[config.mk]
export PLATFORM = sky130hd
export DESIGN_NAME = ps2_kbd_rx_flat
export DESIGN_NICKNAME = d
export VERILOG_FILES = /design/src/rtl/ps2_kbd_rx_if.sv /design/src/rtl/ps2_kbd_rx.sv /design/src/flat_wrapper.sv
export SDC_FILE = /design/constraint.sdc
export NUM_CORES = 1
export LEC_CHECK = 0
export BUFFER_PORTS_ARGS = -buffer_cell sky130_fd_sc_hd__buf_2
export CORE_ASPECT_RATIO = 1.2
export CORE_MARGIN = 1.5
export CORE_UTILIZATION = 45
export CTS_CLUSTER_DIAMETER = 80
export DETAILED_ROUTE_END_ITERATION = 8
export GPL_TIMING_DRIVEN = 0
export PLACE_DENSITY = 0.65
export SLEW_MARGIN = 30
export SYNTH_ARGS = -nofsm -noshare
export SYNTH_HDL_FRONTEND = slang
export SYNTH_SLANG_ARGS = --single-unit
[constraint.sdc]
create_clock -name clk -period 4.35 [get_ports clk]
set_input_delay 0.6525 -clock clk [delete_from_list [all_inputs] [get_ports clk]]
set_output_delay 0.6525 -clock clk [all_outputs]
set_load 0.01 [all_outputs]
[src/rtl/ps2_kbd_rx_if.sv]
// rtl/ps2_kbd_rx_if.sv - key event stream and status bundle of the PS/2 keyboard receiver
interface ps2_kbd_rx_if #(
  parameter int FIFO_DEPTH = 8
);
  logic [9:0]                    evt_data;
  logic                          evt_valid;
  logic                          evt_ready;
  logic [$clog2(FIFO_DEPTH):0]   fill;
  logic                          overflow;
  logic                          ovf_clr;
  logic                          frame_err;
  logic [7:0]                    err_cnt;

  modport master (
    output evt_data, evt_valid, fill, overflow, frame_err, err_cnt,
    input  evt_ready, ovf_clr
  );

  modport slave (
    input  evt_data, evt_valid, fill, overflow, frame_err, err_cnt,
    output evt_ready, ovf_clr
  );
endinterface

[src/rtl/ps2_kbd_rx.sv]
// rtl/ps2_kbd_rx.sv - PS/2 keyboard receiver: frame checking, E0/F0 prefix merging, FWFT event FIFO
module ps2_kbd_rx #(
  parameter int FIFO_DEPTH     = 8,
  parameter int SYNC_STAGES    = 2,
  parameter int TIMEOUT_CYCLES = 5000
) (
  input  logic          clk,
  input  logic          rst,
  input  logic          ps2_clk,
  input  logic          ps2_data,
  ps2_kbd_rx_if.master  evt
);
  localparam int AW = $clog2(FIFO_DEPTH);
  localparam int FW = AW + 1;
  localparam int TW = $clog2(TIMEOUT_CYCLES + 1);

  typedef enum logic [1:0] {S_IDLE, S_DATA, S_PARITY, S_STOP} state_t;

  logic [SYNC_STAGES-1:0] clk_sync, dat_sync;
  logic                   clk_prev;
  logic                   clk_s, dat_s, fall;

  state_t                 state_q, state_d;
  logic [2:0]             bit_cnt_q, bit_cnt_d;
  logic [7:0]             shreg_q, shreg_d;
  logic                   par_q, par_d;
  logic [TW-1:0]          to_cnt_q, to_cnt_d;
  logic                   byte_ok, err_set, timeout;

  logic                   ext_pend, brk_pend;
  logic                   is_e0, is_f0, push;
  logic [9:0]             push_word;

  logic [9:0]             mem [FIFO_DEPTH];
  logic [AW-1:0]          wr_ptr, rd_ptr;
  logic [FW-1:0]          fill_q;
  logic                   full, pop, wr_en, drop;
  logic                   overflow_q, frame_err_q;
  logic [7:0]             err_cnt_q;

  assign clk_s = clk_sync[SYNC_STAGES-1];
  assign dat_s = dat_sync[SYNC_STAGES-1];
  assign fall  = clk_prev & ~clk_s;

  // Lines idle high, so synchronisers reset to 1 to avoid a spurious fall after reset.
  always_ff @(posedge clk or posedge rst) begin
    if (rst) begin
      clk_sync <= '1;
      dat_sync <= '1;
      clk_prev <= 1'b1;
    end else begin
      clk_sync <= {clk_sync[SYNC_STAGES-2:0], ps2_clk};
      dat_sync <= {dat_sync[SYNC_STAGES-2:0], ps2_data};
      clk_prev <= clk_s;
    end
  end

  always_ff @(posedge clk or posedge rst) begin
    if (rst) begin
      state_q   <= S_IDLE;
      bit_cnt_q <= '0;
      shreg_q   <= '0;
      par_q     <= 1'b0;
      to_cnt_q  <= '0;
    end else begin
      state_q   <= state_d;
      bit_cnt_q <= bit_cnt_d;
      shreg_q   <= shreg_d;
      par_q     <= par_d;
      to_cnt_q  <= to_cnt_d;
    end
  end

  always_comb begin
    state_d   = state_q;
    bit_cnt_d = bit_cnt_q;
    shreg_d   = shreg_q;
    par_d     = par_q;
    to_cnt_d  = '0;
    byte_ok   = 1'b0;
    err_set   = 1'b0;
    timeout   = (state_q != S_IDLE) && !fall && (to_cnt_q == TW'(TIMEOUT_CYCLES - 1));
    if (state_q != S_IDLE && !fall)
      to_cnt_d = to_cnt_q + 1'b1;
    case (state_q)
      S_IDLE: if (fall) begin
        if (!dat_s) begin
          state_d   = S_DATA;
          bit_cnt_d = '0;
        end else begin
          err_set = 1'b1;
        end
      end
      S_DATA: if (fall) begin
        shreg_d   = {dat_s, shreg_q[7:1]};
        bit_cnt_d = bit_cnt_q + 1'b1;
        if (bit_cnt_q == 3'd7)
          state_d = S_PARITY;
      end
      S_PARITY: if (fall) begin
        par_d   = dat_s;
        state_d = S_STOP;
      end
      S_STOP: if (fall) begin
        if (dat_s && (^{shreg_q, par_q}))
          byte_ok = 1'b1;
        else
          err_set = 1'b1;
        state_d = S_IDLE;
      end
      default: state_d = S_IDLE;
    endcase
    if (timeout) begin
      state_d  = S_IDLE;
      err_set  = 1'b1;
      to_cnt_d = '0;
    end
  end

  assign is_e0     = (shreg_q == 8'hE0);
  assign is_f0     = (shreg_q == 8'hF0);
  assign push      = byte_ok && !is_e0 && !is_f0;
  assign push_word = {ext_pend, brk_pend, shreg_q};

  always_ff @(posedge clk or posedge rst) begin
    if (rst) begin
      ext_pend <= 1'b0;
      brk_pend <= 1'b0;
    end else if (byte_ok) begin
      if (is_e0) begin
        ext_pend <= 1'b1;
      end else if (is_f0) begin
        brk_pend <= 1'b1;
      end else begin
        ext_pend <= 1'b0;
        brk_pend <= 1'b0;
      end
    end
  end

  assign full  = (fill_q == FW'(FIFO_DEPTH));
  assign pop   = (fill_q != '0) && evt.evt_ready;
  assign wr_en = push && (!full || pop);
  assign drop  = push && full && !pop;

  always_ff @(posedge clk) begin
    if (wr_en)
      mem[wr_ptr] <= push_word;
  end

  always_ff @(posedge clk or posedge rst) begin
    if (rst) begin
      wr_ptr      <= '0;
      rd_ptr      <= '0;
      fill_q      <= '0;
      overflow_q  <= 1'b0;
      frame_err_q <= 1'b0;
      err_cnt_q   <= '0;
    end else begin
      if (wr_en)
        wr_ptr <= wr_ptr + 1'b1;
      if (pop)
        rd_ptr <= rd_ptr + 1'b1;
      if (wr_en && !pop)
        fill_q <= fill_q + 1'b1;
      else if (pop && !wr_en)
        fill_q <= fill_q - 1'b1;
      // A drop in the same cycle as a clear must leave the flag set.
      if (drop)
        overflow_q <= 1'b1;
      else if (evt.ovf_clr)
        overflow_q <= 1'b0;
      frame_err_q <= err_set;
      if (err_set && err_cnt_q != 8'hFF)
        err_cnt_q <= err_cnt_q + 1'b1;
    end
  end

  assign evt.evt_data  = mem[rd_ptr];
  assign evt.evt_valid = (fill_q != '0);
  assign evt.fill      = fill_q;
  assign evt.overflow  = overflow_q;
  assign evt.frame_err = frame_err_q;
  assign evt.err_cnt   = err_cnt_q;
endmodule

[src/flat_wrapper.sv]
// flat-port wrapper written by rule: the top's interface ports become plain ports
module ps2_kbd_rx_flat 
#(
  parameter int FIFO_DEPTH     = 8,
  parameter int SYNC_STAGES    = 2,
  parameter int TIMEOUT_CYCLES = 5000
)
  (clk, rst, ps2_clk, ps2_data, evt_evt_data, evt_evt_valid, evt_fill, evt_overflow, evt_frame_err, evt_err_cnt, evt_evt_ready, evt_ovf_clr);
  ps2_kbd_rx_if #(.FIFO_DEPTH(FIFO_DEPTH)) evt_i ();
  input  logic clk;
  input  logic rst;
  input  logic ps2_clk;
  input  logic ps2_data;
  output wire logic [$bits(evt_i.evt_data)-1:0] evt_evt_data;
  output wire logic [$bits(evt_i.evt_valid)-1:0] evt_evt_valid;
  output wire logic [$bits(evt_i.fill)-1:0] evt_fill;
  output wire logic [$bits(evt_i.overflow)-1:0] evt_overflow;
  output wire logic [$bits(evt_i.frame_err)-1:0] evt_frame_err;
  output wire logic [$bits(evt_i.err_cnt)-1:0] evt_err_cnt;
  input wire logic [$bits(evt_i.evt_ready)-1:0] evt_evt_ready;
  input wire logic [$bits(evt_i.ovf_clr)-1:0] evt_ovf_clr;
  assign evt_evt_data = evt_i.evt_data;
  assign evt_evt_valid = evt_i.evt_valid;
  assign evt_fill = evt_i.fill;
  assign evt_overflow = evt_i.overflow;
  assign evt_frame_err = evt_i.frame_err;
  assign evt_err_cnt = evt_i.err_cnt;
  assign evt_i.evt_ready = evt_evt_ready;
  assign evt_i.ovf_clr = evt_ovf_clr;
  ps2_kbd_rx #(.FIFO_DEPTH(FIFO_DEPTH), .SYNC_STAGES(SYNC_STAGES), .TIMEOUT_CYCLES(TIMEOUT_CYCLES)) u_core (.clk(clk), .rst(rst), .ps2_clk(ps2_clk), .ps2_data(ps2_data), .evt(evt_i));
endmodule
### Word-level counts from Yosys, hierarchy flattened

Memory sizes are Yosys's and may differ from the RTL's.
Index checks and enable logic that the tools add are counted.

* equal/unequal tests: 19
* bitwise logic cells: 3
* reductions and logical operators: 32
* add/sub/neg operators: 7
* mux-type cells: 32

Operators with widths (number)
* 2-to-1 mux 13 bit: 2
* equality test 8 bit, second input constant: 2
* 2-to-1 mux 1 bit: 15
* inequality test 3 x 1 -> 1 bit, second input constant: 5
* 2-to-1 mux 2 bit: 7
* adder 13 x 1 -> 13 bit, second input constant: 1
* equality test 13 bit, second input constant: 1
* logical AND 1 bit: 12
* adder 3 x 1 -> 3 bit, second input constant: 3
* 2-to-1 mux 3 bit: 3
* XOR reduction 9 bit: 1
* adder 8 x 1 -> 8 bit, second input constant: 1
* 2-to-1 mux 4 bit: 2
* inequality test 8 bit, second input constant: 1
* one-hot mux 2 bit (4 select lines): 1
* AND reduction 2 bit: 4
* nonzero test 2 bit: 4
* logical NOT 1 bit: 6
* inequality test 2 x 1 -> 1 bit, second input constant: 3
* one-hot mux 3 bit (2 select lines): 1
* AND reduction 6 bit: 1
* adder 4 x 1 -> 4 bit, second input constant: 1
* equality test 2 bit, second input constant: 2
* equality test 4 bit, second input constant: 1
* other kinds (12): 13

* flip-flop bits (word level): 54
* input port bits: 6
* output and inout port bits: 25
* RAM bits: 80
* memories: 1

Memory list
* u_core.mem: words 8, bits a word 10, rd ports 1, clocked after Yosys merged registers in 0, write ports 1, line ps2_kbd_rx.sv:34 `logic [9:0] mem [FIFO_DEPTH];`

### Longest topological paths before layout

* word-level depth: 12
* depth in mapped cells: 14
* depth with buffers taken out: 14

### Worst setup path after synthesis

OpenSTA, ideal clock, no wires.

* path type: register to register
* start point: reg u_core.shreg_q[4]
* end point: mem u_core.mem[4][0], enable pin
* arrival time: 2896 ps
* cell stages (with the launch flop): 7
* setup time: 408 ps
* period minus slack after synthesis: 3304 ps
* setup slack: 1046 ps
* cells stage by stage: dfrtp_1 xor2_1 xnor3_1 xnor2_2 nor3_2 nand3_2 nor4b_1

* longest elaborated chain between the ends: 10

Ends and longest elaborated chain
* start, declared: line ps2_kbd_rx.sv:25 `logic [7:0] shreg_q, shreg_d;`
* start signal, assigned: line ps2_kbd_rx.sv:68 `shreg_q <= shreg_d;`
* XOR reduction 9 bit: line ps2_kbd_rx.sv:105 `if (dat_s && (^{shreg_q, par_q}))`
* logical AND 1 bit: line ps2_kbd_rx.sv:105
* 2-to-1 mux 1 bit: line ps2_kbd_rx.sv:105
* 2-to-1 mux 1 bit: line ps2_kbd_rx.sv:104 `S_STOP: if (fall) begin`
* 2-to-1 mux 1 bit: line ps2_kbd_rx.sv:85 `case (state_q)`
* logical AND 1 bit: line ps2_kbd_rx.sv:122 `assign push = byte_ok && !is_e0 && !is_f0;`
* logical AND 1 bit *: line ps2_kbd_rx.sv:122
* logical AND 1 bit *: line ps2_kbd_rx.sv:143 `assign wr_en = push && (!full || pop);`
* 2-to-1 mux 1 bit *: line ps2_kbd_rx.sv:147 `if (wr_en)`
* 2-to-1 mux 1 bit (not written as such) *: line ps2_kbd_rx.sv:148 `mem[wr_ptr] <= push_word;`
* end, declared: line ps2_kbd_rx.sv:34

Mark *: on every way between the ends. The rest lies on a longest branch, timed or not.

### Worst setup path after layout

* start point: reg u_core.shreg_q[4]
* end point: reg u_core.fill_q[3] (netlist: u_core.evt.fill[3])

* longest elaborated chain between the ends: 11

Ends and longest elaborated chain
* XOR reduction 9 bit: line ps2_kbd_rx.sv:105
* logical AND 1 bit: line ps2_kbd_rx.sv:105
* 2-to-1 mux 1 bit: line ps2_kbd_rx.sv:105
* 2-to-1 mux 1 bit: line ps2_kbd_rx.sv:104
* 2-to-1 mux 1 bit: line ps2_kbd_rx.sv:85
* logical AND 1 bit: line ps2_kbd_rx.sv:122
* logical AND 1 bit *: line ps2_kbd_rx.sv:122
* logical AND 1 bit *: line ps2_kbd_rx.sv:143
* via u_core.wr_en: line ps2_kbd_rx.sv:37 `logic full, pop, wr_en, drop;`
* logical NOT 1 bit: line ps2_kbd_rx.sv:166 `else if (pop && !wr_en)`
* logical AND 1 bit: line ps2_kbd_rx.sv:166
* nonzero test 2 bit (no source line)
* end signal, assigned: line ps2_kbd_rx.sv:165 `fill_q <= fill_q + 1'b1;`
* end signal, assigned: line ps2_kbd_rx.sv:167 `fill_q <= fill_q - 1'b1;`
* end, declared: line ps2_kbd_rx.sv:36 `logic [FW-1:0] fill_q;`

The timed path passes the listed nets; every way through them passes the cells marked *.
A chain may end at the register's enable or synchronous reset.

==> impl_metrics.yaml <==
outcome:
  status: "finished clean"
power_and_ir_drop:
  ir_drop_uv: 341
  pwr_density_cell_nw_per_um2: 636
  leakagePower_nw: 2.65
  power_mw: 4.34
logic_synthesis:
  netlist_area_um2: 5720
  yosysSeqAreaShare: 0.657
  async_reset_ff_frac: 0.403
  synth_nets: 382
  synthCells: 362
  ys_types: 47
  synth-edff-count: 80
  synth_seq_cells: 134
  synth_flop_cell: "edfxtp_1"
  synth_warnings: 0
  avgSynthCellArea_um2: 15.8
hold_path:
  hp-class: "input port to asynchronous set/reset pin"
global_routing:
  grt_pass1_wl_um: 16900
  antenna_found_initial: 0
  track_usage: 0.169
  grt_max_degree: 33
  grt_pass1_vias: 3269
  gr-total-overflow: 0
clock_network:
  max-clock-path-buffers: 2
  cts_buffers: 17
  htree_levels: 4
  clock_latency_ns: 0.41
  cts_setup_buffers: 0
  ctsHoldBuffers: 0
  tritoncts: "yes"
  clk_pin_slew_worst_paths_ns: 0.06
  cts-root-buf: "clkbuf_16"
  post_cts_resized: 0
  cts.sinks: 134
floorplanning:
  dieWidth_um: 106
  row_count: 44
  dieArea_um2: 13400
  coreArea_um2: 12300
  ios: 31
  start_util: 0.466
  die_h_um: 127
setup_path:
  crit_path_end_kind: "flip-flop"
  arrival_ns: 3.90
  worstSetupPathType: "flip-flop to flip-flop"
  cp_max_fo: 12
  worst_setup_path_start_kind: "flip-flop"
  r2r_end: "u_core.evt.fill[3]"
  crit_required_ns: 4.64
  r2r_cells: 14
  reg2reg_slack_ns: 0.74
  r2r-start: "u_core.shreg_q[4]"
sta:
  slew_headroom: 0.485
  finalClockSkew_ns: 0.00674
  setup_tns_ns: 0
  worst_slack_ns: 0.741
  worst_slew_pin_slew_ns: 0.773
  setup_viol: 0
  min_period_ns: 3.61
  rsz0062_at_grt: "no"
  maxSlewViolCount: 0
  fmax_mhz: 277
  hold_violations: 0
  worst_hold_slack_ns: 0.205
  finalCritPeriodShare: 0.830
routing:
  drt_wl_total_um: 10300
  wire_per_inst_um: 17.3
  drc_errors: 0
  drt_iter0_drc: 228
  viasPerCell: 5.30
  dr.pass1.iters: 5
  vias: 3157
  final_antenna_net_count: 0
placement:
  dpl.hpwl_um: 6920
  dp_cells: 564
  postPlaceCellArea_um2: 6210
  place_congestion: 0.788
  port_buffers: 30
  dp_slack_ns: 0.710
final_layout:
  diodes: 0
  drive_above_1_share: 0.322
  final_common_cell: "edfxtp_1"
  syn2layout_area_growth_pct: 19.2
  final_cell_mix: "edfxtp_1, dfrtp_1, buf_2, mux2_2, nand2_1"
  stdcell_area_um2: 6820
  finalNetCount: 442
  finalNonFillerCells: 596
  fin_util: 0.556
flow_run:
  drv_cap: 0
worst max-delay path by stage:
| stage | slack (ns) | cells past startpoint | end | startpoint |
|---|---|---|---|---|
| global placement | -0.41 | 6 | u_core.mem[2][6] | u_core.shreg_q[4] |
| floorplan | 1.05 | 6 | u_core.mem[4][0] | u_core.shreg_q[4] |
| finish | 0.74 | 14 | u_core.evt.fill[3] | u_core.shreg_q[4] |
| CTS | 0.68 | 14 | u_core.evt.fill[3] | u_core.shreg_q[4] |
| detailed placement | 0.71 | 14 | u_core.evt.fill[3] | u_core.shreg_q[4] |
| global route | 0.43 | 14 | u_core.evt.fill[3] | u_core.shreg_q[4] |
synthesized netlist by cell type, types with 2 or more instances:
| cell | n | area [um2] |
|---|---|---|
| nor3b_1 | 3 | 22.5 |
| nor2b_1 | 2 | 12.5 |
| mux4_2 | 20 | 450 |
| xor2_1 | 16 | 140 |
| nand3_1 | 9 | 45.0 |
| and3_1 | 4 | 25.0 |
| clkbuf_1 | 8 | 30.0 |
| dfrtp_1 | 49 | 1230 |
| nor2_1 | 23 | 86.3 |
| dfstp_2 | 5 | 131 |
| ha_1 | 13 | 163 |
| nor3_1 | 6 | 30.0 |
| a2111oi_4 | 2 | 55.1 |
| nand4_1 | 3 | 18.8 |
| a21oi_1 | 7 | 35.0 |
| mux2_2 | 24 | 270 |
| o21ai_0 | 7 | 35.0 |
| buf_1 | 3 | 11.3 |
| nand2b_1 | 2 | 12.5 |
| edfxtp_1 | 80 | 2400 |
| nand2_1 | 23 | 86.3 |
| xnor2_1 | 15 | 131 |
| nor4b_1 | 3 | 26.3 |
| inv_1 | 8 | 30.0 |
| a211oi_1 | 5 | 37.5 |
worst max-delay path, stage by stage (launching register included):
cell and delay [ns]:
dfrtp_1 0.57, xor2_1 0.21, xnor3_1 0.46, xnor2_2 0.18
nor3_2 0.41, nand3_2 0.23, inv_2 0.18, ha_1 0.20
inv_1 0.09, ha_1 0.28, a21o_1 0.18, a21oi_1 0.17
xnor2_1 0.13, nor2_1 0.06, xor2_1 0.14
where the power goes:
part	leakage [nW]	switching [mW]	internal, mW
clock	0.301	0.520	0.954
combinational	0.921	0.551	0.582
sequential	1.43	0.192	1.54
total	2.65	1.26	3.07
cell families (layout without fill, tap and decap cells):
group / after synthesis / count (layout) / synth area share
AO/OA/AOI/OAI: 28 / 28 / 0.0383
XOR/XNOR: 33 / 33 / 0.0542
adder cells (fa/ha/maj): 14 / 14 / 0.0319
buffers and inverters: 20 / 93 / 0.0131
flip-flops: 134 / 134 / 0.657
AND/OR/NAND/NOR: 89 / 89 / 0.0798
multiplexers: 44 / 44 / 0.126
metal layers:
| metal | vias to the layer above | share of wire | track usage |
|---|---|---|---|
| met5 | - | 0 | 0 |
| met4 | 0 | 0.012 | 0.0676 |
| met3 | 15 | 0.043 | 0.0411 |
| met2 | 62 | 0.52 | 0.290 |
| met1 | 1605 | 0.42 | 0.206 |
| li1 | 1475 | - | - |
flip-flops by register name (all words and copies together), names as in the netlist, 3 cells and up:
signal and cells:
u_core.evt.err_cnt 8, u_core.bit_cnt_q 3, u_core.wr_ptr 3, u_core.mem 80, u_core.to_cnt_q 13, u_core.shreg_q 8, u_core.rd_ptr 3, u_core.evt.fill 4
final cells by class:
cell class / count / area, um2
well taps: 161 / 201
repair buffers: 41 / 240
plain buffers: 11 / 43.8
fillers: 986 / 5450
inverters: 9 / 36.3
multi-input cells: 208 / 1930
flip-flops and latches: 134 / 3760
clock inverters: 14 / 183
clock buffers: 18 / 429
No activity file was read; power rests on OpenSTA's default activity.
